==> config.mk <==
export PLATFORM = sky130hd
export DESIGN_NAME = aoi_pipe
export DESIGN_NICKNAME = d
export VERILOG_FILES = /design/src/rtl/aoi_pkg.sv /design/src/rtl/aoi_stage.sv /design/src/rtl/aoi_pipe.sv
export SDC_FILE = /design/constraint.sdc
export NUM_CORES = 1
export LEC_CHECK = 0
export ABC_AREA = 0
export CAP_MARGIN = 5
export CORE_UTILIZATION = 42
export DETAILED_ROUTE_END_ITERATION = 16
export PLACE_DENSITY = 0.78
export REMOVE_ABC_BUFFERS = 1
export SETUP_SLACK_MARGIN = 0.15
export SLEW_MARGIN = 10
export SYNTH_ARGS = -nofsm -noshare
export SYNTH_HDL_FRONTEND = slang
export SYNTH_SLANG_ARGS = --single-unit
==> constraint.sdc <==
create_clock -name clk -period 1.7 [get_ports clk]
set_clock_uncertainty 0.2 [all_clocks]
set_input_delay 0.51 -clock clk [delete_from_list [all_inputs] [get_ports clk]]
set_output_delay 0.51 -clock clk [all_outputs]
set_load 0.02 [all_outputs]
==> src/rtl/aoi_pkg.sv <==
// aoi_pkg: shared definitions for the aoi_pipe evaluator.
//   aoi_mode_e : evaluation mode (MODE_AOI = 0, MODE_OAI = 1)
//   DEF_W      : default operand width
//   DEF_N      : default number of operand pairs
//   DEF_CNT_W  : default transaction counter width
package aoi_pkg;

  typedef enum logic {
    MODE_AOI = 1'b0,
    MODE_OAI = 1'b1
  } aoi_mode_e;

  localparam int DEF_W     = 4;
  localparam int DEF_N     = 2;
  localparam int DEF_CNT_W = 16;

endpackage

==> src/rtl/aoi_stage.sv <==
// aoi_stage: one registered pipeline stage with valid/ready handshake.
// Parameters:
//   DW        : payload width
// Ports:
//   clk       : rising-edge clock
//   rst_n     : asynchronous active-low reset (clears valid and payload)
//   in_valid  : upstream payload valid
//   in_ready  : stage can take a payload this cycle
//   in_data   : upstream payload
//   out_valid : stage holds a payload
//   out_ready : downstream accepts the payload
//   out_data  : registered payload, stable while out_valid && !out_ready
module aoi_stage #(
  parameter int DW = 1
) (
  input  logic          clk,
  input  logic          rst_n,
  input  logic          in_valid,
  output logic          in_ready,
  input  logic [DW-1:0] in_data,
  output logic          out_valid,
  input  logic          out_ready,
  output logic [DW-1:0] out_data
);

  logic          valid_q;
  logic [DW-1:0] data_q;

  // The stage may load whenever it is empty or its content leaves this cycle.
  assign in_ready = !valid_q || out_ready;

  always_ff @(posedge clk or negedge rst_n) begin
    if (!rst_n) begin
      valid_q <= 1'b0;
      data_q  <= '0;
    end else if (in_ready) begin
      valid_q <= in_valid;
      // Only overwrite the payload with real data, so the last result
      // remains visible after the stage drains.
      if (in_valid) begin
        data_q <= in_data;
      end
    end
  end

  assign out_valid = valid_q;
  assign out_data  = data_q;

endmodule

==> src/rtl/aoi_pipe.sv <==
// aoi_pipe: two-stage pipelined AND-OR-INVERT / OR-AND-INVERT evaluator for
// N operand pairs of W bits, with valid/ready flow control.
// Optional feature macro: AOI_PIPE_CNT_EN (out_cnt counter; tied to 0 if
// undefined; port list identical in both builds).
// Ports:
//   clk, rst_n : clock, asynchronous active-low reset
//   in_valid   : operand bundle valid
//   in_ready   : bundle can be accepted this cycle
//   in_mode    : 0 = AOI, 1 = OAI, sampled with the bundle
//   in_op      : operands; pair k = a at [(2k)*W +: W], b at [(2k+1)*W +: W]
//   out_valid  : result valid
//   out_ready  : consumer accepts result
//   term_q     : per-pair terms (AND for AOI, OR for OAI), pair k at [k*W +: W]
//   comb_q     : terms combined across pairs (OR for AOI, AND for OAI)
//   out_q      : ~comb_q (reads 0 after reset, not ~0)
//   out_mode   : mode of the presented result
//   out_cnt    : number of completed output handshakes (wrapping)
module aoi_pipe
  import aoi_pkg::*;
#(
  parameter int W     = DEF_W,
  parameter int N     = DEF_N,
  parameter int CNT_W = DEF_CNT_W
) (
  input  logic             clk,
  input  logic             rst_n,
  input  logic             in_valid,
  output logic             in_ready,
  input  logic             in_mode,
  input  logic [2*N*W-1:0] in_op,
  output logic             out_valid,
  input  logic             out_ready,
  output logic [N*W-1:0]   term_q,
  output logic [W-1:0]     comb_q,
  output logic [W-1:0]     out_q,
  output logic             out_mode,
  output logic [CNT_W-1:0] out_cnt
);

  localparam int S1_W = 1 + N*W;
  localparam int S2_W = 1 + N*W + 2*W;

  // Stage-1 input: per-pair terms computed straight from the operands.
  logic [N*W-1:0] term_d;

  for (genvar gi = 0; gi < N; gi++) begin : g_pair
    logic [W-1:0] a_op;
    logic [W-1:0] b_op;
    assign a_op = in_op[(2*gi)*W   +: W];
    assign b_op = in_op[(2*gi+1)*W +: W];
    assign term_d[gi*W +: W] = (in_mode == MODE_OAI) ? (a_op | b_op) : (a_op & b_op);
  end

  logic [S1_W-1:0] s1_din;
  logic [S1_W-1:0] s1_dout;
  logic            s1_valid;
  logic            s2_in_ready;

  assign s1_din = {in_mode, term_d};

  aoi_stage #(.DW(S1_W)) u_s1 (
    .clk       (clk),
    .rst_n     (rst_n),
    .in_valid  (in_valid),
    .in_ready  (in_ready),
    .in_data   (s1_din),
    .out_valid (s1_valid),
    .out_ready (s2_in_ready),
    .out_data  (s1_dout)
  );

  logic           s1_mode;
  logic [N*W-1:0] s1_term;
  logic [W-1:0]   comb_d;

  assign s1_mode = s1_dout[S1_W-1];
  assign s1_term = s1_dout[N*W-1:0];

  // Reduction across pairs; identity element depends on the mode.
  always_comb begin
    comb_d = (s1_mode == MODE_OAI) ? {W{1'b1}} : '0;
    for (int k = 0; k < N; k++) begin
      if (s1_mode == MODE_OAI) begin
        comb_d = comb_d & s1_term[k*W +: W];
      end else begin
        comb_d = comb_d | s1_term[k*W +: W];
      end
    end
  end

  // Terms travel with the combined value so every output describes one bundle.
  logic [S2_W-1:0] s2_din;
  logic [S2_W-1:0] s2_dout;

  assign s2_din = {s1_mode, s1_term, comb_d, ~comb_d};

  aoi_stage #(.DW(S2_W)) u_s2 (
    .clk       (clk),
    .rst_n     (rst_n),
    .in_valid  (s1_valid),
    .in_ready  (s2_in_ready),
    .in_data   (s2_din),
    .out_valid (out_valid),
    .out_ready (out_ready),
    .out_data  (s2_dout)
  );

  assign out_mode = s2_dout[S2_W-1];
  assign term_q   = s2_dout[2*W +: N*W];
  assign comb_q   = s2_dout[W +: W];
  assign out_q    = s2_dout[W-1:0];

`ifdef AOI_PIPE_CNT_EN
  logic [CNT_W-1:0] cnt_q;
  logic [CNT_W-1:0] cnt_d;

  // Natural wrap at 2^CNT_W.
  assign cnt_d = cnt_q + {{(CNT_W-1){1'b0}}, 1'b1};

  always_ff @(posedge clk or negedge rst_n) begin
    if (!rst_n) begin
      cnt_q <= '0;
    end else if (out_valid && out_ready) begin
      cnt_q <= cnt_d;
    end
  end

  assign out_cnt = cnt_q;
`else
  assign out_cnt = '0;
`endif

endmodule
==> results of run 1 <==
cell type report:
type | instances | area share
sequential | 28 | 0.3639
clock buffer | 4 | 0.01884
inverter | 2 | 0.003899
timing repair buffer | 58 | 0.2898
tap | 44 | 0.02859
multi-input combinational | 71 | 0.2950
routing by layer:
metal  up-vias  routed length [um]  part of all wire
li1        443                   -                 -
met1       447                1069              0.42
met2        41                1318              0.52
met3         2                 152             0.060
met4         0                  10            0.0039
met5         -                   0                 0
sequential cells by signal (all words and copies together), names as in the netlist:
signal	cells
u_s1.out_data	9
u_s2.out_data	17
u_s1.out_valid	1
u_s2.out_valid	1
what timing repair did:
| action | 4_1_cts | 5_1_grt |
|---|---|---|
| hold buffers | 0 | 0 |
| endpoints found under the setup margin | 44 | 34 |
| setup buffers | 7 | 4 |
| resized for setup | 120 | 3 |
| gates cloned | 1 | 0 |
worst reg2reg max path, stage by stage (launching register included):
cell      delay [ns]
dfrtp_1         0.44
buf_4           0.16
nand2b_4        0.08
and2_4          0.20
mux2_4          0.30
power breakdown:
part	leakage, nW	internal (mW)	switching, mW	total (mW)
clock network	0.0210	0.131	0.185	0.316
logic	0.542	0.559	0.403	0.962
registers	0.324	0.829	0.129	0.958
kinds of logic after synthesis:
kind of cell             synth area share
other                            0.002809
adder cells (fa/ha/maj)           0.05998
AND/OR/NAND/NOR                   0.06935
flip-flops                         0.5248
buffers and inverters              0.1078
multiplexers                       0.1931
AO/OA/AOI/OAI                     0.04218
cell usage after synthesis (2+ instances only):
cell type  number  area share
a21oi_1         6       0.022
maj3_1          8       0.060
buf_4          16       0.090
nand2_2         2      0.0094
o21ai_0         2      0.0075
mux2_2         18        0.15
inv_1           2      0.0056
nor2_1          3      0.0084
nand2_1         3      0.0084
mux2_4          3       0.034
dfrtp_1        28        0.52
nand2b_1        2      0.0094
path summary, 6_finish.rpt:
kind / depth (start not counted) / start / endpoint / slack [ns]
setup / recovery: 2 / u_s2.out_valid$_DFFE_PN0P_ / in_ready / 0.02
hold / removal: 2 / rst_n / u_s2.out_valid$_DFFE_PN0P_ / 0.33
setup reg to reg: 4 / u_s2.out_valid$_DFFE_PN0P_ / u_s2.out_data[5]$_DFFE_PN0P_ / 0.22
hold reg to reg: 1 / u_s2.out_data[12]$_DFFE_PN0P_ / u_s2.out_data[12]$_DFFE_PN0P_ / 0.34
max in group asynchronous: 2 / rst_n / u_s2.out_data[0]$_DFFE_PN0P_ / 0.82
min in group clk: 1 / u_s2.out_data[12]$_DFFE_PN0P_ / u_s2.out_data[12]$_DFFE_PN0P_ / 0.34
==> impl_metrics.ini, run 1 <==
[floorplan]
die_w_um = 58.38
coreArea_um2 = 3028
fp.dieH_um = 58.38
io_pins = 56
std_cell_rows = 20
initial_core_util = 0.4409
dieArea_um2 = 3408

[clock_tree]
h-tree-depth = 1
cts.sink_count = 28
cts_root_buffer = clkbuf_4
clkTransAtPathRegs_ns = 0.14
clockBufferDepth = 2
clock_latency_ns = 0.32
cts_inserted_buffers = 3
cts_tree = done

[setup_path]
crit_arrival_ns = 0.97
crit_buf_inv = 1
cp_slowest_stage_delay_ns = 0.43
critPathTopFamily = flip-flops
cp_data_required_time_ns = 0.99
start_kind = register
end_kind = output port
worstPathMaxFanout = 3
crit_slowest_cell = dfrtp_1
crit_type = reg2out
crit_chain = nand3b_4, buf_6

[placement]
place_area_um2 = 1765
gp_congestion = 0.7489
place_inst = 191
io_buffers = 39
dp_slack_ns = -0.7365
dp_hpwl_um = 1890

[finish]
fillers = 244
regArea_um2 = 700.7
n_antenna_cell = 0
most-common-layout-cells = 28 x dfrtp_1, 19 x buf_6, 18 x mux2_2, 18 x clkdlybuf4s50_1
fin_area_um2 = 1926
drive_above_1_share = 0.4233
syn2layout_area_growth_pct = 44.24
fin_nets = 185
layout_commonest_cell = dfrtp_1
multi_input_area_um2 = 568.0
fin_cells = 207
fin_util = 0.6360

[drt]
drt_iter0_drc = 24
num_vias = 933
drc = 0
ant_nets = 0
drt-total-wl_um = 2550
first_pass_iters = 4
avgViaCountPerCell = 4.507
routedWlPerCell_um = 12.32

[pwr]
p_leak_nw = 0.8872
p_per_area_nw_per_um2 = 1162
power_mw = 2.237
ir_worst_vdd_mv = 0.3764

[sta]
timing.final.ws_setup_ns = 0.01591
rsz0062_at_grt = yes
fin_crit_sh = 0.9906
setup_viol_count_final = 0
final_max_slew_viol_count = 0
finalHoldViolCount = 0
fin_setup_tns_ns = 0
max_freq_mhz = 593.8
fin_hold_ws_ns = 0.3263
period_needed_ns = 1.684

[global_route]
grt_max_degree = 29
grt_pass1_vias = 904
grt_util_met2 = 0.3005
grt_busiest_layer = met2
antenna_found_initial = 0
grt_use_met3 = 0.03297
met1_usage = 0.1793
grt_pass1_wl_um = 4036
grtUsageTotal = 0.1638
overflow = 0

[logic_synthesis]
synth_ff_type = dfrtp_1
synth_edf_count = 0
async_flop_share = 1.000
synth_area_um2 = 1335
synth.distinct_cells = 23
synth_seq_cells = 28
synth.avg_cell_area_um2 = 12.84
yosysSeqAreaShare = 0.5248
synth_cells = 104
yosys_warnings = 0

[flow_run]
cap_viol_max_count = 0

[min_path]
hold_path_class = in2async

[status]
status = finished clean
Power figures use the tool's default switching activity.
==> run 2, diff against run 1 <==
--- a/config.mk
+++ b/config.mk
@@ -7,9 +7,11 @@
 export LEC_CHECK = 0
 export ABC_AREA = 0
 export CAP_MARGIN = 5
-export CORE_UTILIZATION = 42
+export CELL_PAD_IN_SITES_DETAIL_PLACEMENT = 2
+export CELL_PAD_IN_SITES_GLOBAL_PLACEMENT = 2
+export CORE_UTILIZATION = 26
 export DETAILED_ROUTE_END_ITERATION = 16
-export PLACE_DENSITY = 0.78
+export PLACE_DENSITY_LB_ADDON = 0.25
 export REMOVE_ABC_BUFFERS = 1
 export SETUP_SLACK_MARGIN = 0.15
 export SLEW_MARGIN = 10
==> run 2 against run 1 <==
Final area grew 5.8%. Power grew 8.8%. Clock power grew 66%.
==> impl_metrics.ini, run 2 (synthesis results as in run 1) <==
[drt]
drc = 0
ant_nets = 0
avgViaCountPerCell = 4.163
routedWlPerCell_um = 14.24
drt_iter0_drc = 12
first_pass_iters = 2
num_vias = 970
drt-total-wl_um = 3317

[min_path]
whs_path_depth = 1
hold_end = u_s2.out_data[10]$_DFFE_PN0P_
hold_path_class = reg2reg
hold_path_startpoint = u_s2.out_data[10]$_DFFE_PN0P_

[clock_tree]
clock_latency_ns = 0.27
cts_root_buffer = clkbuf_8
clockBufferDepth = 2
h-tree-depth = 1
cts_inserted_buffers = 3
cts.sink_count = 28
cts_tree = done
clkTransAtPathRegs_ns = 0.10
hold_buffers = 0

[sta]
fin_setup_tns_ns = 0
final_max_slew_viol_count = 0
fin_crit_sh = 0.9584
max_freq_mhz = 613.8
period_needed_ns = 1.629
rsz0062_at_grt = yes
fin_hold_ws_ns = 0.3134
finalHoldViolCount = 0
setup_viol_count_final = 0

[setup_path]
crit_slowest_cell = dfrtp_2
worstPathMaxFanout = 3
end_kind = output port
r2r-start = u_s1.out_valid$_DFFE_PN0P_
crit_type = reg2out
crit_chain = nand3b_4, buf_6
worst_r2r_path_depth = 5
cp_slowest_stage_delay_ns = 0.45
cp_data_required_time_ns = 0.99
start_kind = register
crit_arrival_ns = 0.92
critPathTopFamily = flip-flops
r2r-end = u_s2.out_data[2]$_DFFE_PN0P_
rrSetupSlack_ns = 0.17
crit_buf_inv = 1

[finish]
drive_above_1_share = 0.4880
largest_reg_flops = 17
syn2layout_area_growth_pct = 52.58
n_antenna_cell = 0
fin_nets = 188
layout_commonest_cell = dfrtp_1
most-common-layout-cells = 27 x dfrtp_1, 17 x buf_4, 16 x conb_1, 16 x buf_6, 16 x clkdlybuf4s50_1

[floorplan]
initial_core_util = 0.2771
coreArea_um2 = 4817
die_w_um = 73.66
std_cell_rows = 25
fp.dieH_um = 73.66
io_pins = 56
dieArea_um2 = 5425

[global_route]
grt_pass1_wl_um = 4995
overflow = 0
antenna_found_initial = 0
grtUsageTotal = 0.1247
grt_max_degree = 29
grt_pass1_vias = 1014

[placement]
io_buffers = 39
dp_hpwl_um = 2317
gp_congestion = 0.6796

[pwr]
p_per_area_nw_per_um2 = 1195
p_leak_nw = 0.9394
ir_worst_vdd_mv = 0.3572

[status]
status = finished clean

[flow_run]
cap_viol_max_count = 0
run 2: cell types whose count changed in the layout (fill, tap and decap cells not counted), moves of 2 or more:
cell             previous run  this run
clkdlybuf4s50_1            18        16
clkbuf_4                    3         0
nand2_8                     0         2
buf_6                      19        16
clkbuf_8                    1         3
buf_2                       3         7
mux2_2                     18        15
mux2_4                      3         6
maj3_2                      0         8
maj3_1                      8         0
run 2: power by group:
group	total [mW]	switching (mW)	internal, mW
registers	0.958	0.128	0.830
clock network	0.524	0.209	0.315
logic	0.954	0.424	0.530
total	2.43	0.760	1.67
run 2: worst reg2reg max path, cell delays in order (launching register included):
cell and delay [ns]:
dfrtp_1 0.43, buf_4 0.15, buf_4 0.16, and2_4 0.17, buf_4 0.15, o21a_1 0.17
run 2: layout make-up:
class	instances	area [um2]
flip-flops and latches	28	701.9
inverters	2	7.507
well taps	67	83.83
repair buffers	60	554.3
multi-input cells	72	618.1
fillers	522	2780
clock buffers	3	41.29
clock inverters	1	30.03
run 2: repair_timing:
action | CTS | global route
endpoints found under the hold margin | 0 | 0
endpoints found under the setup margin | 45 | 33
pin swaps | 0 | 0
gates resized for setup | 104 | 29
cloned | 1 | 1
setup buffers | 6 | 7
run 2: layer usage:
layer  track usage  vias up  routed length [um]
met4       0.02564        0                  14
met5             0        -                   0
li1              -      447                   -
met2        0.2355       31                1834
met3       0.02195        2                 154
met1        0.1463      490                1313
run 2: worst max path at each step:
stage / startpoint / endpoint / cells past startpoint
2_1_floorplan: out_ready / u_s1.out_data[0]$_DFFE_PN0P_ / 3
3_3_place_gp: out_ready / in_ready / 3
3_5_place_dp: out_ready / in_ready / 3
4_1_cts: u_s2.out_valid$_DFFE_PN0P_ / in_ready / 2
5_1_grt: u_s2.out_valid$_DFFE_PN0P_ / in_ready / 2
6_report: u_s2.out_valid$_DFFE_PN0P_ / in_ready / 2
run 2: stage by stage:
stage	utilization	instance area (um2)	std cells	power [mW]	worst slack, ns
after floorplan	-	1255	101	1.355	0.02370
after global placement	0.3725	1794	214	1.743	-0.7192
after detailed placement	0.3725	1794	214	1.780	-0.7370
after CTS	0.3891	1874	225	2.273	0.05808
after global routing	0.4229	2037	233	2.563	0.04271
final	0.4229	2037	233	2.435	0.07074
==> run 3, diff against run 2 <==
==> constraint.sdc (replaced) <==
create_clock -name clk -period 1.7 [get_ports clk]
set_clock_uncertainty 0.2 [all_clocks]
set_input_delay 0.17 -clock clk [delete_from_list [all_inputs] [get_ports clk]]
set_output_delay 0.17 -clock clk [all_outputs]
set_load 0.02 [all_outputs]
==> run 3 against run 2 <==
Combinational power shrank 25%. Wire length fell by 13%. Cell count shrank 7.3%. Critical path depth up 2.
==> impl_metrics.ini, run 3 (synthesis results as in run 1) <==
[placement]
place_inst = 212
gp_congestion = 0.6820
io_buffers = 39
dp_hpwl_um = 2346

[drt]
avgViaCountPerCell = 4.088
drt_iter0_drc = 14
first_pass_iters = 2
drt-total-wl_um = 2890
routedWlPerCell_um = 13.38
drc = 0
num_vias = 883
ant_nets = 0

[setup_path]
crit_arrival_ns = 1.42
cp_data_required_time_ns = 1.67
worstPathMaxFanout = 6
crit_type = reg2reg
start_kind = register
end_kind = register

[clock_tree]
cts.sink_count = 28
clockBufferDepth = 2
cts_root_buffer = clkbuf_8
cts_inserted_buffers = 3
h-tree-depth = 1
cts_tree = done
clkTransAtPathRegs_ns = 0.09
post_cts_buffers = 0
clock_latency_ns = 0.27

[global_route]
grt_pass1_vias = 949
grtUsageTotal = 0.1165
grt_max_degree = 29
antenna_found_initial = 0
overflow = 0
grt_pass1_wl_um = 4629

[floorplan]
io_pins = 56
die_w_um = 73.66
std_cell_rows = 25
coreArea_um2 = 4817
fp.dieH_um = 73.66
dieArea_um2 = 5425
initial_core_util = 0.2771

[finish]
drive_above_1_share = 0.2416
layout_commonest_cell = dfrtp_1
fin_cells = 216
syn2layout_area_growth_pct = 34.86
most-common-layout-cells = 28 x dfrtp_1, 20 x clkdlybuf4s50_1, 18 x mux2_2, 18 x dlygate4sd2_1, 16 x conb_1
largest_reg_flops = 17
fin_nets = 171
n_antenna_cell = 0

[status]
status = finished clean

[sta]
finalHoldViolCount = 0
period_needed_ns = 1.453
max_freq_mhz = 688.1
fin_setup_tns_ns = 0
fin_crit_sh = 0.8549
setup_viol_count_final = 0
rsz0062_at_grt = no
final_max_slew_viol_count = 0

[flow_run]
cap_viol_max_count = 0

[pwr]
p_per_area_nw_per_um2 = 1138
p_leak_nw = 0.7951
ir_worst_vdd_mv = 0.3269

[min_path]
hold_path_class = in2async
## run 3: cell types whose count changed in the layout (fill, tap and decap cells not counted), sizes merged, moves of 2 or more
cell,change
clkdlybuf4s50,+4
clkbuf,+2
buf,-36
dlygate4sd2,+17
## run 3: critical path, stage by stage (launching register included)
cell	delay [ns]
dfrtp_1	0.43
buf_4	0.17
and2_2	0.23
buf_4	0.16
o21a_1	0.16
## run 3: metal layers
metal,part of all wire,up-vias,global-route usage
met5,0,-,0
met4,0.0048,0,0.03205
met3,0.053,2,0.02469
met2,0.55,33,0.2161
met1,0.39,439,0.1339
li1,-,409,-
## run 3: repair_timing
action | CTS | global route
gates resized for setup | 20 | 3
hold buffers | 0 | 0
setup endpoints to repair | 20 | 2
## run 3: final timing paths
path / to / cells after the start / slack, ns / start
setup / recovery: u_s2.out_data[2]$_DFFE_PN0P_ / 4 / 0.25 / u_s1.out_valid$_DFFE_PN0P_
max in group asynchronous: u_s2.out_data[10]$_DFFE_PN0P_ / 2 / 0.96 / rst_n
hold / removal: u_s2.out_valid$_DFFE_PN0P_ / 2 / 0.08 / rst_n
hold reg to reg: u_s2.out_data[2]$_DFFE_PN0P_ / 1 / 0.31 / u_s2.out_data[2]$_DFFE_PN0P_
min in group clk: u_s2.out_data[2]$_DFFE_PN0P_ / 1 / 0.31 / u_s2.out_data[2]$_DFFE_PN0P_
setup reg to reg: u_s2.out_data[2]$_DFFE_PN0P_ / 4 / 0.25 / u_s1.out_valid$_DFFE_PN0P_
## run 3: power by group
part           leakage [nW]  total [mW]  internal, mW  switching (mW)
logic                 0.443       0.712         0.337           0.375
clock network        0.0288       0.401         0.207           0.194
registers             0.324       0.936         0.829           0.107
total                 0.795        2.05          1.37           0.677
## run 3: area by class of cell
| cell class | count | area, um2 |
|---|---|---|
| Multi-Input combinational cell | 71 | 553.0 |
| Tap cell | 67 | 83.83 |
| Timing Repair Buffer | 44 | 400.4 |
| Clock buffer | 4 | 55.05 |
| Fill cell | 557 | 3017 |
| Sequential cell | 28 | 700.7 |
| Inverter | 2 | 7.507 |
## run 3: metrics by stage
| step | cell area, um2 | worst slack [ns] | hold WS [ns] | power [mW] | util |
|---|---|---|---|---|---|
| 5_1_grt | 1800 | 0.1789 | 0.1103 | 2.176 | 0.3738 |
| 6_report | 1800 | 0.2467 | 0.08361 | 2.049 | 0.3738 |
| 2_1_floorplan | 1255 | 0.09234 | -0.3256 | 1.355 | - |
| 3_3_place_gp | 1767 | -0.06478 | 0.2727 | 1.734 | 0.3668 |
| 3_5_place_dp | 1767 | -0.1136 | 0.2952 | 1.775 | 0.3668 |
| 4_1_cts | 1799 | 0.1016 | 0.08728 | 2.092 | 0.3735 |
